### src/rtl/sync_dlatch_bank.sv
// Multi-channel synchronous replacement for a level-sensitive D latch, with change flags and capture counters.
// Latency: D to Q is one clk cycle (level mode) or one cycle after the En rising edge (edge mode).
// Backpressure: none; every channel accepts En/D/Clr every cycle.
module sync_dlatch_bank #(
  parameter int WIDTH    = 8,
  parameter int CHANNELS = 4,
  parameter int CNT_W    = 8
) (
  input  logic                      clk,
  input  logic                      rst_n,
  input  logic [CHANNELS*WIDTH-1:0] D,
  input  logic [CHANNELS-1:0]       En,
  input  logic [CHANNELS-1:0]       Mode,
  input  logic [CHANNELS-1:0]       Clr,
  output logic [CHANNELS*WIDTH-1:0] Q,
  output logic [CHANNELS-1:0]       Updated,
  output logic [CHANNELS*CNT_W-1:0] Cap_Cnt
);

  // Registered state and next-state
  logic [CHANNELS-1:0]       en_d_q;
  logic [CHANNELS*WIDTH-1:0] q_q, q_d;
  logic [CHANNELS-1:0]       upd_q, upd_d;
  logic [CHANNELS*CNT_W-1:0] cnt_q, cnt_d;

  // Per-channel rising edge of En and the resulting write strobe.
  // Level mode writes whenever En is high; edge mode only on the rise.
  logic [CHANNELS-1:0] rise;
  logic [CHANNELS-1:0] wr;

  assign rise = En & ~en_d_q;
  assign wr   = En & (~Mode | rise);

  // Next-state for held value, sticky change flag and saturating capture counter
  always_comb begin
    q_d   = q_q;
    upd_d = upd_q;
    cnt_d = cnt_q;
    for (int i = 0; i < CHANNELS; i++) begin
      if (wr[i]) begin
        q_d[i*WIDTH +: WIDTH] = D[i*WIDTH +: WIDTH];
      end
      // A real change beats a same-cycle clear so no update is ever lost
      if (wr[i] && (D[i*WIDTH +: WIDTH] != q_q[i*WIDTH +: WIDTH])) begin
        upd_d[i] = 1'b1;
      end else if (Clr[i]) begin
        upd_d[i] = 1'b0;
      end
      // Clear restarts the count, still counting a coincident rise
      if (Clr[i]) begin
        cnt_d[i*CNT_W +: CNT_W] = rise[i] ? CNT_W'(1) : '0;
      end else if (rise[i] && (cnt_q[i*CNT_W +: CNT_W] != {CNT_W{1'b1}})) begin
        cnt_d[i*CNT_W +: CNT_W] = cnt_q[i*CNT_W +: CNT_W] + CNT_W'(1);
      end
    end
  end

  // State registers; reset clears everything immediately, independent of clk
  always_ff @(posedge clk or negedge rst_n) begin
    if (!rst_n) begin
      en_d_q <= '0;
      q_q    <= '0;
      upd_q  <= '0;
      cnt_q  <= '0;
    end else begin
      en_d_q <= En;
      q_q    <= q_d;
      upd_q  <= upd_d;
      cnt_q  <= cnt_d;
    end
  end

  assign Q       = q_q;
  assign Updated = upd_q;
  assign Cap_Cnt = cnt_q;

endmodule

### config.mk
export PLATFORM = sky130hd
export DESIGN_NAME = sync_dlatch_bank
export DESIGN_NICKNAME = d
export VERILOG_FILES = /design/src/rtl/sync_dlatch_bank.sv
export SDC_FILE = /design/constraint.sdc
export NUM_CORES = 1
export LEC_CHECK = 0
export BUFFER_PORTS_ARGS = -buffer_cell sky130_fd_sc_hd__buf_2
export CAP_MARGIN = 15
export CORE_MARGIN = 2
export CORE_UTILIZATION = 51
export DETAILED_ROUTE_END_ITERATION = 8
export PLACE_DENSITY = 0.8
export SYNTH_ARGS = -nofsm -noshare
export SYNTH_HDL_FRONTEND = slang
export SYNTH_SLANG_ARGS = --single-unit
export TNS_END_PERCENT = 10
### constraint.sdc
create_clock -name clk -period 1.7 [get_ports clk]
set_input_delay 0.34 -clock clk [delete_from_list [all_inputs] [get_ports clk]]
set_output_delay 0.34 -clock clk [all_outputs]
set_load 0.1 [all_outputs]
# After elaboration in Yosys (flattened, before gate mapping)

Index checks and enable logic that the tools add are counted.
W data, S select, Z words.

Output and inout bits: 68
Flip-flop bits (word level): 72
Input bits: 46
Logic and storage cells: 66

Equal/unequal tests: 8
Reduce and logical (&&, ||, !) cells: 16
Bitwise operators: 5
Add/subtract/negate cells: 4
Muxes and demuxes: 20

Operators by type and width:

| cell                  | count |
|---|---|
| $mux W8               | 8 |
| $add A8 B1 Y8 const B | 4 |
| $ne A8 B8 Y1          | 4 |
| $ne A8 B8 Y1 const B  | 4 |
| $reduce_bool A2 Y1    | 8 |
| $mux W1               | 12 |
| $and A4 B4 Y4         | 2 |
| $logic_and A1 B1 Y1   | 8 |
| $not A4 Y4            | 2 |
| $or A4 B4 Y4          | 1 |

# Longest topological paths before layout

Gate-level depths: netlist (run 1).

Depth after elaboration: 6
Mapped depth: 5
Depth with buffers taken out: 5

# Least setup slack after synthesis (run 1)

OpenSTA, ideal clock, no wires.

Path kind: register -> register
Start: reg cnt_q[24], in the netlist Cap_Cnt[24]
End: reg cnt_q[28], in the netlist Cap_Cnt[28]
Clock period less this slack: 2.176 ns
Arrival time: 2.045 ns
Required time: 1.569 ns
Buffers on the path: 0
Library setup time: 0.131 ns
Slack: -0.476 ns
Cell stages (with the launch flop): 6
Cells stage by stage: dfrtp_1 ha_1 nand2_1 a2111oi_2 xnor2_1 nor2_1

Longest elaborated chain between the ends: 3
Elaborated cells on any way between the ends: 6
Classes of those cells: 1 x add/sub; 1 x eq/ne; 2 x mux; 2 x reduce/logical

RTL lines:

| item                                                  | line   | source |
|---|---|---|
| start: declaration                                    | 24     | `logic [CHANNELS*CNT_W-1:0] cnt_q, cnt_d;` |
| start signal: assignment                              | 69     | `cnt_q <= cnt_d;` |
| $add A8 B1 Y8 / $ne A8 B8 Y1 (equally long branches)  | 53, 52 |  |
| $mux W8 / $logic_and A1 B1 Y1 (equally long branches) | 52     | `end else if (rise[i] && (cnt_q[i*CNT_W +: CNT_W] != {CNT_W{1'b1}})) begin` |
| $mux W8 / $reduce_bool A2 Y1 (equally long branches)  | --     |  |

Parallel ways exist; a longest one is shown, timed or not. The select of a mux whose other input is x is not followed.
A chain may end at the register's enable or synchronous reset.

# Final worst setup path (run 1)

Start: reg cnt_q[0], in the netlist Cap_Cnt[0]
End: reg cnt_q[5], in the netlist Cap_Cnt[5]

The elaborated chain is that of the path after synthesis.

==> impl_metrics.toml, run 1 <==
[run_status]
run_status = "complete, no violations"

[cts]
cts_tree = "yes"
clkLatencyLatePin_ns = 0.34
cts_sinks = 72
cts_max_level = 3
cts_root_buf = "clkbuf_8"
clk_path_buf_depth = 2
clk_pin_slew_ns = 0.08
cts_buffers = 9
post_cts_buffers = 0

[sta]
rsz0062_at_grt = "false"
fin_crit_sh = 0.942
hold_slack_ns = 0.140
hold_viol = 0
period_minus_slack_ns = 1.60
fmax_mhz = 624
relSlewSlack = 0.662
timing.final.ws_setup_ns = 0.0986
finalSetupViolCount = 0
skew_ns = 0.0136
finalSetupTns_ns = 0
final_max_slew_viol_count = 0
tightestPinTransition_ns = 0.510

[global_route]
grt_pass1_wl_mm = 12.4
grt_max_degree = 26
grt_pass1_vias = 2812
gr-total-overflow = 0
antenna_found_initial = 0
track_usage = 0.204

[setup_path]
reg2reg_slack_ns = 0.1
cp_num_buf_inv = 0
cp-startpoint = "Cap_Cnt[0]"
crit_arrival_ns = 1.86
cpPeakStageDelay_ns = 0.51
start_kind = "register"
reg2reg_from = "Cap_Cnt[0]"
path_depth = 5
crit_path_end_kind = "register"
path_class = "register to register"
worstPathMaxFanout = 6
worst_ep_required_time_ns = 1.96
cpMaxStageDelayCell = "dfrtp_4"
r2r_end = "Cap_Cnt[5]"
cp_cell_sequence = "ha_4, nand3_1, o21ai_2, or4_1, a21oi_1"
crit_path_end = "Cap_Cnt[5]"
cpLargestDelayFamily = "simple AND/OR/NAND/NOR gates"
r2r_cells = 5

[layout]
nets = 486
drive_above_1_share = 0.499
insertedDiodeCount = 0
area_growth_pct = 30.0
post-route-util = 0.684
final_cell_area_um2 = 4650
fill_cells = 509

[yosys]
yosys_warnings = 0
synth_compound_area_frac = 0.107
async_reset_ff_frac = 1.00
synth-xor-area-share = 0.0955
synth_cell_types = 42
synth_adder_area_share = 0.0140
syn_area_per_cell_um2 = 11.6
synth_edf_count = 0
synthMuxAreaShare = 0.115
synth_area_um2 = 3580
syn_nets = 359
ys_ff_latch = 72
synthFlopType = "dfrtp_1"
seq_area_frac_synth = 0.504
synth_top_family_by_area = "simple AND/OR/NAND/NOR gates"
synthCells = 309
yosys.area_share.simple = 0.151

[flow_run]
maxCapViolCount = 0

[placed_design]
postPlaceCellArea_um2 = 4390
dpl.hpwl_mm = 5.79
post-place-ws_ns = 0.0830
gp_congestion = 0.895
io_buffers = 113

[drt]
drt-wirelength-per-cell_um = 14.2
dr.pass1.iters = 4
drc = 0
drt_first_iter_violations = 139
antenna_left = 0
wirelength_mm = 7.60
viasPerCell = 5.37
vias = 2883

[floorplanning]
start_util = 0.527
die_h_um = 87.8
die_w_um = 87.8
die_area_um2 = 7700
num_rows = 30
ios = 114
core_um2 = 6790

[power]
vdd_drop_max_v = 0.000842
power_density_nw_per_um2 = 1110
power_leakage_uw = 0.00203

[worst_hold_path]
hp-class = "primary input to register"
-- where the power goes --
group	switching, uW	internal, uW
clock	612	973
combinational	1240	364
sequential	134	1860
-- metrics by stage --
stage | power (uW) | instances
finish | 5180 | 537
global route | 5390 | 537
CTS | 5230 | 537
detailed placement | 3630 | 520
global placement | 3610 | 520
floorplan | 3290 | 309
-- area by class of cell --
class	instances	area, um^2	area share
well taps	96	120	0.0258
inverters	9	33.8	0.00727
multi-input cells	224	1760	0.379
clock buffers	10	128	0.0274
flip-flops and latches	72	1860	0.400
repair buffers	120	636	0.137
clock inverters	6	109	0.0234
-- flip-flops by register name, summed over array words and instances (netlist names) --
register  cells
Cap_Cnt      32
Q            32
Updated       4
en_d_q        4
-- worst min-delay path by stage --
stage	start	to	slack, ns	cells after the start
final	En[0]	en_d_q[0]	0.14	1
after global routing	En[0]	en_d_q[0]	0.13	1
after CTS	En[0]	en_d_q[0]	0.13	1
after detailed placement	rst_n	Updated[0]	0.26	1
after global placement	rst_n	en_d_q[0]	0.26	1
after floorplan	rst_n	Cap_Cnt[10]	0.04	0
-- routing by layer --
layer / vias to the layer above / part of all wire / global-route usage
met1: 1371 / 0.43 / 0.255
met5: - / 0 / 0
met3: 18 / 0.073 / 0.0443
li1: 1383 / - / -
met4: 0 / 0.026 / 0.102
met2: 111 / 0.47 / 0.335
-- placed cells by master, fill, tap and decap left out, drive strengths merged, types with 5 or more instances in the layout --
cell and n:
inv 9, mux2i 5, a21oi 13, o211ai 5, o21ai 13, nor2b 5
nand4 15, nor2 18, nor3 8, nand2 13, buf 119, mux2 32
xnor2 33, nand3 10, xor2 6, clkbuf 10, dfrtp 72
-- Yosys cell counts, types with 6 or more instances --
library cell  instances  area share
dfrtp_1              72        0.50
xnor2_1              33       0.081
mux2_2               32        0.10
nor2_1               18       0.019
a21oi_1              13       0.018
nand2_1              13       0.014
nand4_1              13       0.023
o21ai_0              12       0.017
nand3_1              10       0.014
inv_1                 9      0.0094
nor3_1                8       0.011
xor2_1                6       0.015
-- what timing repair did --
action / 4_1_cts / 5_1_grt
endpoints found under the setup margin: 0 / 4
hold endpoints to repair: 20 / 0
hold buffers: 1 / 0
resized for setup: 0 / 3
-- cells by family after synthesis --
| kind of cell | count (synthesis) |
|---|---|
| mux | 37 |
| xor+xnor | 39 |
| simple gates | 90 |
| fa+ha+maj | 4 |
| compound gates | 54 |
| buf+inv | 13 |
| flops | 72 |
(Power assumes the default switching activity.)
==> inputs of run 2 (changes only) <==
CORE_UTILIZATION = 55   (was 51)
PLACE_DENSITY = 0.85   (was 0.8)
clock period = 1.9 ns   (was 1.7 ns; I/O delays follow)
==> run 2 against run 1 <==
  * Sequential power fell by 11%
  * Non-clock buffer count is 6 lower
  * Largest cell class unchanged
  * Cell count fell by 4.8%
  * Sequential cell count stayed put
  * Clock skew shrank 0.0057 ns
  * Register-to-register slack improved by 0.16 ns
  * Via count is 0.28% lower
  * Clock-buffer cell count is 4 higher
==> impl_metrics.toml, run 2 (synthesized netlist as in run 1, its figures left out) <==
[power]
internal_power_uw = 2480
p_comb_frac = 0.338
p_seq_frac = 0.421
power_density_nw_per_um2 = 953
p_clk_frac = 0.241
p_switching_uw = 1740
swShare = 0.413
fin_total_pwr_uw = 4220
vdd_drop_max_v = 0.000669
power_leakage_uw = 0.00199

[global_route]
grt_pass1_vias = 2915
grt_max_degree = 73
track_usage = 0.227
gr-total-overflow = 0
grt_pass1_wl_mm = 13.2
antenna_found_initial = 0

[cts]
post_cts_buffers = 0
clk_path_buf_depth = 2
cts_max_level = 3
cts_resized = 0
clkLatencyLatePin_ns = 0.32
cts_buffers = 9
cts_root_buf = "clkbuf_8"
cts_hold_buf = 0
clk_pin_slew_ns = 0.07
cts_sinks = 72
cts_tree = "yes"

[drt]
antenna_left = 0
drt_first_iter_violations = 97
wirelength_mm = 7.92
drt-wirelength-per-cell_um = 15.5
vias = 2875
drc = 0
viasPerCell = 5.63
dr.pass1.iters = 5

[setup_path]
crit_path_end_kind = "primary output"
path_depth = 1
reg2reg_slack_ns = 0.26
r2r_cells = 5
path_class = "register to primary output"
crit_arrival_ns = 1.31
cpLargestDelayFamily = "flip-flops"
cp_num_buf_inv = 1
worst_ep_required_time_ns = 1.52
cpMaxStageDelayCell = "dfrtp_1"
worstPathMaxFanout = 9
start_kind = "register"
cpPeakStageDelay_ns = 0.50
cp_cell_sequence = "buf_2"

[floorplanning]
num_rows = 29
start_util = 0.567
die_w_um = 84.6
core_um2 = 6310
ios = 114
die_area_um2 = 7160
die_h_um = 84.6

[sta]
relSlewSlack = 0.638
hold_viol = 0
fmax_mhz = 590
tightestPinTransition_ns = 0.539
hold_slack_ns = 0.0631
timing.final.ws_setup_ns = 0.207
period_minus_slack_ns = 1.69
rsz0062_at_grt = "false"
final_max_slew_viol_count = 0
finalSetupViolCount = 0
fin_crit_sh = 0.891
skew_ns = 0.00790

[layout]
final_cell_mix = "113 x buf_2, 52 x dfrtp_1, 33 x xnor2_1, 32 x mux2_2, 20 x dfrtp_2"
insertedDiodeCount = 0
drive_above_1_share = 0.447
layout_commonest_cell = "buf_2"
final_cell_area_um2 = 4430
nets = 480
fill_cells = 499
area_growth_pct = 23.7

[worst_hold_path]
hp-class = "primary input to async pin"

[placed_design]
gp_congestion = 0.838
postPlaceCellArea_um2 = 4270
io_buffers = 113
dpl.hpwl_mm = 5.87
post-place-ws_ns = 0.279

[flow_run]
maxCapViolCount = 0

[run_status]
run_status = "complete, no violations"
==> run 2: final timing paths <==
kind,start,to
min in group clk,En[3],en_d_q[3]
setup / recovery,Cap_Cnt[31],Cap_Cnt[31]
setup reg to reg,Cap_Cnt[0],Cap_Cnt[5]
max in group asynchronous,rst_n,Cap_Cnt[21]
hold reg to reg,Updated[0],Updated[0]
hold / removal,rst_n,Q[21]
==> run 2: power by group through the flow <==
| stage | logic [uW] | registers, uW | clock network, uW |
|---|---|---|---|
| final | 1430 | 1770 | 1020 |
| after global routing | 1490 | 1790 | 1110 |
| after CTS | 1440 | 1770 | 1040 |
| after global placement | 1410 | 1790 | 0 |
| after detailed placement | 1430 | 1800 | 0 |
| after floorplan | 291 | 2640 | 0 |
==> run 2: per-layer routing <==
metal | vias to the layer above | track usage | routed length (um)
met5 | - | 0 | 0
met4 | 0 | 0.0823 | 130
met3 | 13 | 0.0590 | 453
met2 | 81 | 0.399 | 4060
met1 | 1402 | 0.268 | 3270
li1 | 1379 | - | -
==> run 2: cell type report <==
type	instances	area, um^2	area share
well taps	77	96.3	0.0218
inverters	9	33.8	0.00763
flip-flops and latches	72	1830	0.413
clock buffers	14	153	0.0345
repair buffers	114	586	0.132
clock inverters	1	5.00	0.00113
multi-input cells	224	1730	0.390
==> run 2: per-stage QoR <==
stage / TNS [ns] / std cells / utilization
floorplan: -0.124 / 309 / -
global placement: 0 / 496 / 0.676
detailed placement: 0 / 496 / 0.676
CTS: 0 / 511 / 0.701
global route: 0 / 511 / 0.701
finish: 0 / 511 / 0.701
